`src/rtl/rand_pkg.sv`:
```
// Shared types and constants for the bounded random draw block.
package rand_pkg;

   typedef enum logic [1:0] {
      EASY = 2'd0,
      MED  = 2'd1,
      HARD = 2'd2
   } level_t;

   typedef enum logic {
      IDLE = 1'b0,
      DRAW = 1'b1
   } draw_state_t;

   localparam logic [15:0] TAPS_DEFAULT = 16'hB400;

   // Level code 3 has no dedicated range and shares the hard limit.
   function automatic level_t decode_level(input logic [1:0] code);
      level_t lv;
      case (code)
         2'd0:    lv = EASY;
         2'd1:    lv = MED;
         default: lv = HARD;
      endcase
      return lv;
   endfunction

endpackage

```
`src/rtl/lfsr_core.sv`:
```
// Free-running Galois LFSR with seed load and freeze; the all-zero state is unreachable.
module lfsr_core
   import rand_pkg::*;
#(
   parameter int unsigned         WIDTH     = 16,
   parameter logic [WIDTH-1:0]    TAPS      = WIDTH'(TAPS_DEFAULT),
   parameter logic [WIDTH-1:0]    SEED_INIT = WIDTH'(1)
) (
   input  logic             Clk,
   input  logic             Reset_n,
   input  logic             freeze,
   input  logic             seed_load,
   input  logic [WIDTH-1:0] seed,
   output logic [WIDTH-1:0] state
);

   localparam logic [WIDTH-1:0] ONE         = WIDTH'(1);
   localparam logic [WIDTH-1:0] RESET_STATE = (SEED_INIT == '0) ? ONE : SEED_INIT;

   logic [WIDTH-1:0] step;
   logic [WIDTH-1:0] seed_fixed;

   // Zero is a lock-up state, so both the step and a loaded seed are steered away from it.
   always_comb begin
      step       = (state >> 1) ^ (state[0] ? TAPS : '0);
      seed_fixed = seed;
      if (step == '0) begin
         step = ONE;
      end
      if (seed == '0) begin
         seed_fixed = ONE;
      end
   end

   always_ff @(posedge Clk) begin
      if (!Reset_n) begin
         state <= RESET_STATE;
      end else if (seed_load) begin
         state <= seed_fixed;
      end else if (!freeze) begin
         state <= step;
      end
   end

endmodule

```
`src/rtl/rand_draw.sv`:
```
// Draws a value below a per-level limit from an LFSR by rejection sampling,
// folding the last rejected sample back into range so latency stays bounded.
module rand_draw
   import rand_pkg::*;
#(
   parameter int unsigned         WIDTH      = 16,
   parameter int unsigned         OUT_W      = 6,
   parameter logic [WIDTH-1:0]    TAPS       = WIDTH'(TAPS_DEFAULT),
   parameter logic [WIDTH-1:0]    SEED_INIT  = WIDTH'(1),
   parameter int unsigned         LIMIT_EASY = 10,
   parameter int unsigned         LIMIT_MED  = 24,
   parameter int unsigned         LIMIT_HARD = 40,
   parameter int unsigned         MAX_TRIES  = 4
) (
   input  logic             Clk,
   input  logic             Reset_n,
   input  logic             freeze,
   input  logic             seed_load,
   input  logic [WIDTH-1:0] seed,
   input  logic             req,
   input  logic [1:0]       level,
   output logic [OUT_W-1:0] rand_out,
   output logic             rand_valid,
   output logic             busy
);

   localparam int unsigned CMP_W     = OUT_W + 1;
   localparam int unsigned BITS_EASY = $clog2(LIMIT_EASY);
   localparam int unsigned BITS_MED  = $clog2(LIMIT_MED);
   localparam int unsigned BITS_HARD = $clog2(LIMIT_HARD);
   localparam int unsigned TRY_W     = (MAX_TRIES > 1) ? $clog2(MAX_TRIES) : 1;

   localparam logic [TRY_W-1:0] LAST_TRY  = TRY_W'(MAX_TRIES - 1);
   localparam logic [WIDTH-1:0] MASK_EASY = WIDTH'((64'd1 << BITS_EASY) - 64'd1);
   localparam logic [WIDTH-1:0] MASK_MED  = WIDTH'((64'd1 << BITS_MED) - 64'd1);
   localparam logic [WIDTH-1:0] MASK_HARD = WIDTH'((64'd1 << BITS_HARD) - 64'd1);
   localparam logic [CMP_W-1:0] LIM_EASY  = CMP_W'(LIMIT_EASY);
   localparam logic [CMP_W-1:0] LIM_MED   = CMP_W'(LIMIT_MED);
   localparam logic [CMP_W-1:0] LIM_HARD  = CMP_W'(LIMIT_HARD);

   // Parameter sanity: the sample must fit in both the LFSR and the output.
   if (LIMIT_EASY < 2 || LIMIT_MED < 2 || LIMIT_HARD < 2) begin : g_bad_limit
      $error("rand_draw: every limit must be at least 2");
   end
   if (BITS_HARD > OUT_W || BITS_MED > OUT_W || BITS_EASY > OUT_W) begin : g_bad_out_w
      $error("rand_draw: OUT_W too narrow for the configured limits");
   end
   if (BITS_HARD > WIDTH || BITS_MED > WIDTH || BITS_EASY > WIDTH) begin : g_bad_width
      $error("rand_draw: LFSR narrower than the sample width");
   end
   if (MAX_TRIES < 1) begin : g_bad_tries
      $error("rand_draw: MAX_TRIES must be at least 1");
   end

   logic [WIDTH-1:0] lfsr_state;
   draw_state_t      state_q;
   level_t           level_q;
   logic [TRY_W-1:0] tries_q;

   logic [WIDTH-1:0] mask_c;
   logic [CMP_W-1:0] lim_c;
   logic [CMP_W-1:0] raw_c;
   logic [CMP_W-1:0] fold_c;
   logic             accept_c;

   lfsr_core #(
      .WIDTH     (WIDTH),
      .TAPS      (TAPS),
      .SEED_INIT (SEED_INIT)
   ) u_lfsr (
      .Clk       (Clk),
      .Reset_n   (Reset_n),
      .freeze    (freeze),
      .seed_load (seed_load),
      .seed      (seed),
      .state     (lfsr_state)
   );

   // Limit select and rejection compare for the latched level.
   always_comb begin
      mask_c = MASK_HARD;
      lim_c  = LIM_HARD;
      case (level_q)
         EASY: begin
            mask_c = MASK_EASY;
            lim_c  = LIM_EASY;
         end
         MED: begin
            mask_c = MASK_MED;
            lim_c  = LIM_MED;
         end
         default: begin
            mask_c = MASK_HARD;
            lim_c  = LIM_HARD;
         end
      endcase
      raw_c    = CMP_W'(lfsr_state & mask_c);
      accept_c = (raw_c < lim_c);
      // raw < 2*limit, so one subtraction always lands in range.
      fold_c   = raw_c - lim_c;
   end

   always_ff @(posedge Clk) begin
      if (!Reset_n) begin
         state_q    <= IDLE;
         level_q    <= EASY;
         tries_q    <= '0;
         rand_out   <= '0;
         rand_valid <= 1'b0;
         busy       <= 1'b0;
      end else begin
         rand_valid <= 1'b0;
         case (state_q)
            IDLE: begin
               if (req) begin
                  level_q <= decode_level(level);
                  tries_q <= '0;
                  state_q <= DRAW;
                  busy    <= 1'b1;
               end
            end
            DRAW: begin
               if (accept_c) begin
                  rand_out   <= OUT_W'(raw_c);
                  rand_valid <= 1'b1;
                  state_q    <= IDLE;
                  busy       <= 1'b0;
               end else if (tries_q < LAST_TRY) begin
                  tries_q <= tries_q + TRY_W'(1);
               end else begin
                  rand_out   <= OUT_W'(fold_c);
                  rand_valid <= 1'b1;
                  state_q    <= IDLE;
                  busy       <= 1'b0;
               end
            end
            default: begin
               state_q <= IDLE;
               busy    <= 1'b0;
            end
         endcase
      end
   end

endmodule

```
`config.mk`:
```
export PLATFORM = sky130hd
export DESIGN_NAME = rand_draw
export DESIGN_NICKNAME = d
export VERILOG_FILES = /design/src/rtl/rand_pkg.sv /design/src/rtl/lfsr_core.sv /design/src/rtl/rand_draw.sv
export SDC_FILE = /design/constraint.sdc
export NUM_CORES = 1
export LEC_CHECK = 0
export BUFFER_PORTS_ARGS = -buffer_cell sky130_fd_sc_hd__buf_2
export CAP_MARGIN = 15
export CORE_MARGIN = 2
export CORE_UTILIZATION = 25
export CTS_CLUSTER_DIAMETER = 100
export DETAILED_ROUTE_END_ITERATION = 10
export GPL_TIMING_DRIVEN = 0
export SETUP_SLACK_MARGIN = 0.3
export SLEW_MARGIN = 20
export SYNTH_ARGS = -nofsm -noshare
export SYNTH_HDL_FRONTEND = slang
export SYNTH_SLANG_ARGS = --single-unit
```
`constraint.sdc`:
```
create_clock -name Clk -period 2.8 [get_ports Clk]
set_input_delay 0.28 -clock Clk [delete_from_list [all_inputs] [get_ports Clk]]
set_output_delay 0.28 -clock Clk [all_outputs]
set_load 0.05 [all_outputs]
```
==> results of run 1 <==
[worst reg2reg max path, stage by stage, from the launching register on]
cell       delay [ns]
dfxtp_1          0.31
buf_4            0.16
nor2_1           0.06
ha_1             0.20
ha_1             0.19
nand2b_2         0.24
a2111oi_4        0.37
and2_1           0.22
or2_1            0.15
o21ai_0          0.09
[metrics by stage]
step	instance area (µm²)	utilization	worst slack, ns	cells	power (mW)
2_1_floorplan	1520	-	0.880	174	0.598
3_3_place_gp	1760	0.298	0.726	278	0.651
3_5_place_dp	1760	0.298	0.725	278	0.653
4_1_cts	1840	0.311	0.691	286	0.994
5_1_grt	1840	0.311	0.539	286	1.03
6_report	1840	0.311	0.704	286	0.980
[area by class of cell]
class	instances	area, µm²
fillers	636	4080
clock buffers	6	72.6
well taps	75	93.8
clock inverters	2	10.0
repair buffers	29	145
flip-flops and latches	29	581
multi-input cells	129	866
inverters	6	22.5
plain buffers	10	53.8
[worst paths after layout]
check,end,from
min reg2reg,rand_out[5],rand_out[5]
max reg2reg,tries_q[1],level_q[1]
max,tries_q[1],level_q[1]
min,u_lfsr.state[13],seed[13]
[layer usage]
| layer | vias to the layer above | GRT usage |
|---|---|---|
| li1 | 706 | - |
| met1 | 650 | 0.160 |
| met2 | 37 | 0.191 |
| met3 | 9 | 0.0341 |
| met4 | 0 | 0.0667 |
| met5 | - | 0 |
[layout by cell type, fill, tap and decap left out, types with 2 or more instances in the layout]
master	n
xor2_1	2
nand2_1	11
a21oi_1	14
nor4_1	6
clkbuf_8	5
nor2b_1	7
a22oi_1	4
inv_1	6
clkinv_2	2
buf_2	30
a21boi_0	3
a22o_1	4
mux2i_1	2
dfxtp_1	29
nor4_2	2
o21ai_0	15
and3_1	2
nor2_1	18
and2_1	4
a221oi_1	5
ha_1	3
buf_4	2
clkbuf_1	6
xnor2_1	2
nand3_1	3
nand3b_1	3
[state kept, by name, summed over array words and instances (netlist names)]
register      flops
u_lfsr.state     16
rand_valid        1
state_q           1
level_q           2
tries_q           2
busy              1
rand_out          6
[cells by family (layout without fill, tap and decap cells)]
group | count (synthesis) | in the layout | synth area share
compound gates | 56 | 56 | 0.270
xor+xnor | 4 | 4 | 0.0230
fa+ha+maj | 3 | 3 | 0.0247
buf+inv | 16 | 53 | 0.0501
flops | 29 | 29 | 0.381
mux | 2 | 2 | 0.0131
simple gates | 64 | 64 | 0.237
[report_power, final]
| part | switching (mW) | leakage, nW | internal [mW] | total [mW] |
|---|---|---|---|---|
| Combinational | 0.107 | 0.457 | 0.0787 | 0.186 |
| Clock | 0.162 | 0.0450 | 0.172 | 0.334 |
| Sequential | 0.0218 | 0.239 | 0.438 | 0.460 |
| Total | 0.292 | 0.741 | 0.688 | 0.980 |
==> results.tsv, run 1 <==
metric	value	unit
status	finished clean	
CP required	2.98	ns
Antenna Nets Post-Route	0	
clk_lat worst skew	0.29	ns
Die ar.	0.00673	mm²
grt ovf	0	
Synth area leader	dfxtp_1	
global placement routability congestion	0.832	
Cells after Synth	174	
R2R Setup Slk	0.70	ns
worst relative slew slack	0.528	
Leakage	0.741	nW
routed via count	1402	
Pre-antenna DRT Iters	4	
Clock Path Buffers	2	
largest net degree at the start of global routing	11	
top-count cell post-synth	dfxtp_1	
IO buf count	29	
RSZ-0062 raised after global routing	false	
top routing layer used	met4	
CTS tree	built	
Hold Path Class	in2reg	
Nets	236	
fin. max-slew vios	0	
# rows	28	
WL met1	1.80	mm
number of global-route vias before repair	1266	
power density over cell area	531	mW/mm²
post-route clock period utilization	0.748	
io pins	31	
net count after synthesis	200	
total track usage	0.125	
CP most frequent cell	ha_1	
Seq/Total Area, Yosys	0.381	
crit-path cells	buf_4, nor2_1, ha_1, ha_1, nand2b_2, a2111oi_4, and2_1, or2_1, o21ai_0	
CP Buf/Inv Count	1	
met3 WL	234	µm
top cells by area, synth	dfxtp_1 (38%), o21ai_0 (4.9%), a21oi_1 (4.6%)	
Post-synth EDFFs	0	
Synth top cells by count	dfxtp_1 (29), nor2_1 (18), o21ai_0 (15), a21oi_1 (14), nand2_1 (11)	
setup TNS	0	ns
WL final	3.83	mm
ys async rst share	0	
Core Area	0.00592	mm²
Root Buffer	clkbuf_8	
kind of cell adding the most delay to the critical path	simple AND/OR/NAND/NOR gates	
die width	82.0	µm
mapped cell area	0.00152	mm²
Hold Buf Count CTS	0	
post_cts resized	0	
hold path cells	3	
diodes inserted	0	
crit start category	flop	
Clock transition at path regs	0.07	ns
Final Hold Viols	0	
clk sink count	29	
Residual DRC	0	
Setup Buffers After CTS	0	
Mapped Avg Cell Area	8.75	µm²
drt first-iter violations	111	
Main synth FF type	dfxtp_1	
synthesis-to-finish area growth	21.1	%
Worst EP arrival	2.27	ns
share of cells above drive strength 1	0.242	
Crit. path cell count	9	
Setup CP Type	reg2reg	
CP Capture Type	flop	
Final Critical Period	2.10	ns
Tightest Pin Transition	0.698	ns
Synth warnings	0	
#FFs+latches synth	29	
starting density of the core	0.257	
setup violators final	0	
reg2reg path depth	9	
CP max-delay cell	a2111oi_4	
CTS Buf Count	5	
Max Cap Violations	0	
drt wl/cell	13.4	µm
hold slack	0.263	ns
Distinct cells, synth	45	
first-pass GRT wire length	6.25	mm
CP max stage delay	0.37	ns
post-detail-place hpwl	2.83	mm
VDD IR max	0.150	mV
via density per instance	4.90	
top cell type's share of synthesized area	0.381	
Die Y	82.0	µm
initial antenna violation count	0	
Crit Path Max Fanout	8	
skew final	0.00622	ns
DR WL met2	1.69	mm
Max Freq	0.477	GHz
CTS H-tree depth	2	
(Power assumes the default switching activity.)
==> run 2: changes to the inputs <==
clock period = 2.1 ns   (was 2.8 ns; I/O delays follow)
==> run 2 against run 1 <==
Flip-flop and latch count did not move. Register-to-register slack worse by 0.44 ns. Wire length up 2.8%. Clock power is 41% higher. Total power grew 39%. Via count increased by 1.6%. Critical path type unchanged.
==> results.tsv, run 2 (synthesized netlist as in run 1, its figures left out) <==
metric	value	unit	change
grt ovf	0		unchanged
die width	82.0	µm	unchanged
status	finished clean		
hold path cells	3		unchanged
Core Area	0.00592	mm²	unchanged
share of cells above drive strength 1	0.324		+0.0824
Clock transition at path regs	0.06	ns	about the same
worst slack at placement	0.110	ns	-0.615 ns
Final Hold Viols	0		unchanged
post-route cell area	0.00198	mm²	+7.1%
post-route clock period utilization	0.874		+0.126
diodes inserted	0		unchanged
Crit Path Max Fanout	6		-2
Antenna Nets Post-Route	0		unchanged
Tightest Pin Transition	0.699	ns	+0.000728 ns
number of global-route vias before repair	1361		+7.5%
Clock Path Buffers	2		unchanged
largest reg by FF count	u_lfsr.state		
initial antenna violation count	0		unchanged
r2r endpoint	rand_out[3]		
drt first-iter violations	65		-41%
commonest non-fill, non-tap cell in the layout	buf_2		
Hold Path Class	in2reg		
post-route setup slack	0.264	ns	-0.440 ns
IO buf count	29		unchanged
CP Capture Type	flop		
Die Y	82.0	µm	unchanged
global placement routability congestion	0.850		+2.1%
Placed Instance Area	0.00179	mm²	+1.6%
routed via count	1424		+1.6%
Root Buffer	clkbuf_8		
post-detail-place hpwl	2.83	mm	about the same
hold endpoint	u_lfsr.state[13]		
Worst EP arrival	2.07	ns	-0.20 ns
VDD IR max	0.239	mV	+60%
CP max-delay cell	a2111oi_4		
setup violators final	0		unchanged
fin. max-slew vios	0		unchanged
max reg flops	16		unchanged
filler cell count	628		-1.3%
biggest regs	u_lfsr.state (16), rand_out (6)		
reg2reg path depth	9		unchanged
io pins	31		unchanged
Final Util	0.334		+0.0222
Die ar.	0.00673	mm²	unchanged
Hold Buf Count CTS	0		unchanged
via density per instance	4.89		-0.18%
RSZ-0062 raised after global routing	true		
Residual DRC	0		unchanged
Setup CP Type	reg2reg		
skew final	0.00374	ns	-0.00248 ns
CTS H-tree depth	2		unchanged
drt wl/cell	13.5	µm	+1.1%
first-pass GRT wire length	6.37	mm	+1.9%
Leakage	0.789	nW	+6.5%
total track usage	0.129		+0.00378
placed cell count	278		unchanged
crit-path cells	buf_6, nor2_4, ha_4, ha_4, nand2b_4, a2111oi_4, o21a_4, buf_4, a22o_1		
Nets	242		+2.5%
Pre-antenna DRT Iters	4		unchanged
hold_sp	seed[13]		
kind of cell adding the most delay to the critical path	compound AO/OA/AOI/OAI gates		
setup TNS	0	ns	unchanged
starting density of the core	0.257		unchanged
WL final	3.94	mm	+2.8%
crit start category	flop		
synthesis-to-finish area growth	29.7	%	
CP required	2.33	ns	-0.65 ns
CTS Buf Count	5		unchanged
Final Critical Period	1.84	ns	-0.260 ns
clk_lat worst skew	0.28	ns	about the same
CTS tree	built		
most frequent cells in the layout	buf_2 (30), dfxtp_1 (26), nor2_1 (16)		
Max Freq	0.545	GHz	+14%
power density over cell area	691	mW/mm²	+30%
post-route insts no fill	291		+1.7%
total power	1.36	mW	+39%
CP max stage delay	0.37	ns	about the same
worst r2r src	level_q[1]		
# rows	28		unchanged
Max Cap Violations	0		unchanged
CP Buf/Inv Count	2		+1
hold slack	0.198	ns	-0.0643 ns
clk sink count	29		unchanged
largest net degree at the start of global routing	11		unchanged
CP most frequent cell	ha_4		
R2R Setup Slk	0.26	ns	-0.44 ns
worst relative slew slack	0.528		about the same
==> run 2: final cells by class <==
class                      instances  area [µm²]  area share
timing repair buffer              35         194      0.0982
inverter                           6        22.5      0.0114
sequential                        29         587       0.297
buffer                            10        57.6      0.0291
clock buffer                       7        86.3      0.0437
multi-input combinational        129         935       0.473
tap                               75        93.8      0.0475
==> run 2: layer usage <==
layer  track usage  up-vias  share of wire
li1              -      716              -
met5             0        -              0
met4        0.0667        0          0.026
met2         0.200       34           0.45
met1         0.160      666           0.47
met3        0.0396        8          0.052
==> run 2: where the power goes <==
group | switching [mW] | leakage, nW | internal, mW
Clock | 0.210 | 0.0443 | 0.259
Combinational | 0.156 | 0.504 | 0.127
Sequential | 0.0284 | 0.240 | 0.584
Total | 0.395 | 0.789 | 0.970
==> run 2: timing repair <==
action,in CTS,in global routing
setup buffers,4,2
pin swaps,5,2
endpoints found under the setup margin,11,10
gates resized for setup,8,9
==> run 2: tightest hold or removal path, delay by kind of cell <==
kind / cells / cell delay (ns)
AO/OA/AOI/OAI: 1 / 0.07
buffers and inverters: 1 / 0.09
AND/OR/NAND/NOR: 1 / 0.08
==> run 2: worst max-delay path by stage <==
stage                           from           to  slack, ns  cells past startpoint
after global placement    level_q[1]   tries_q[0]       0.12                      9
after global routing      level_q[1]  rand_out[3]       0.12                      9
after floorplan           level_q[1]  rand_out[4]       0.25                      9
after detailed placement  level_q[1]  rand_out[4]       0.11                      9
after CTS                 level_q[1]  rand_out[4]       0.25                      9
final                     level_q[1]  rand_out[3]       0.26                      9
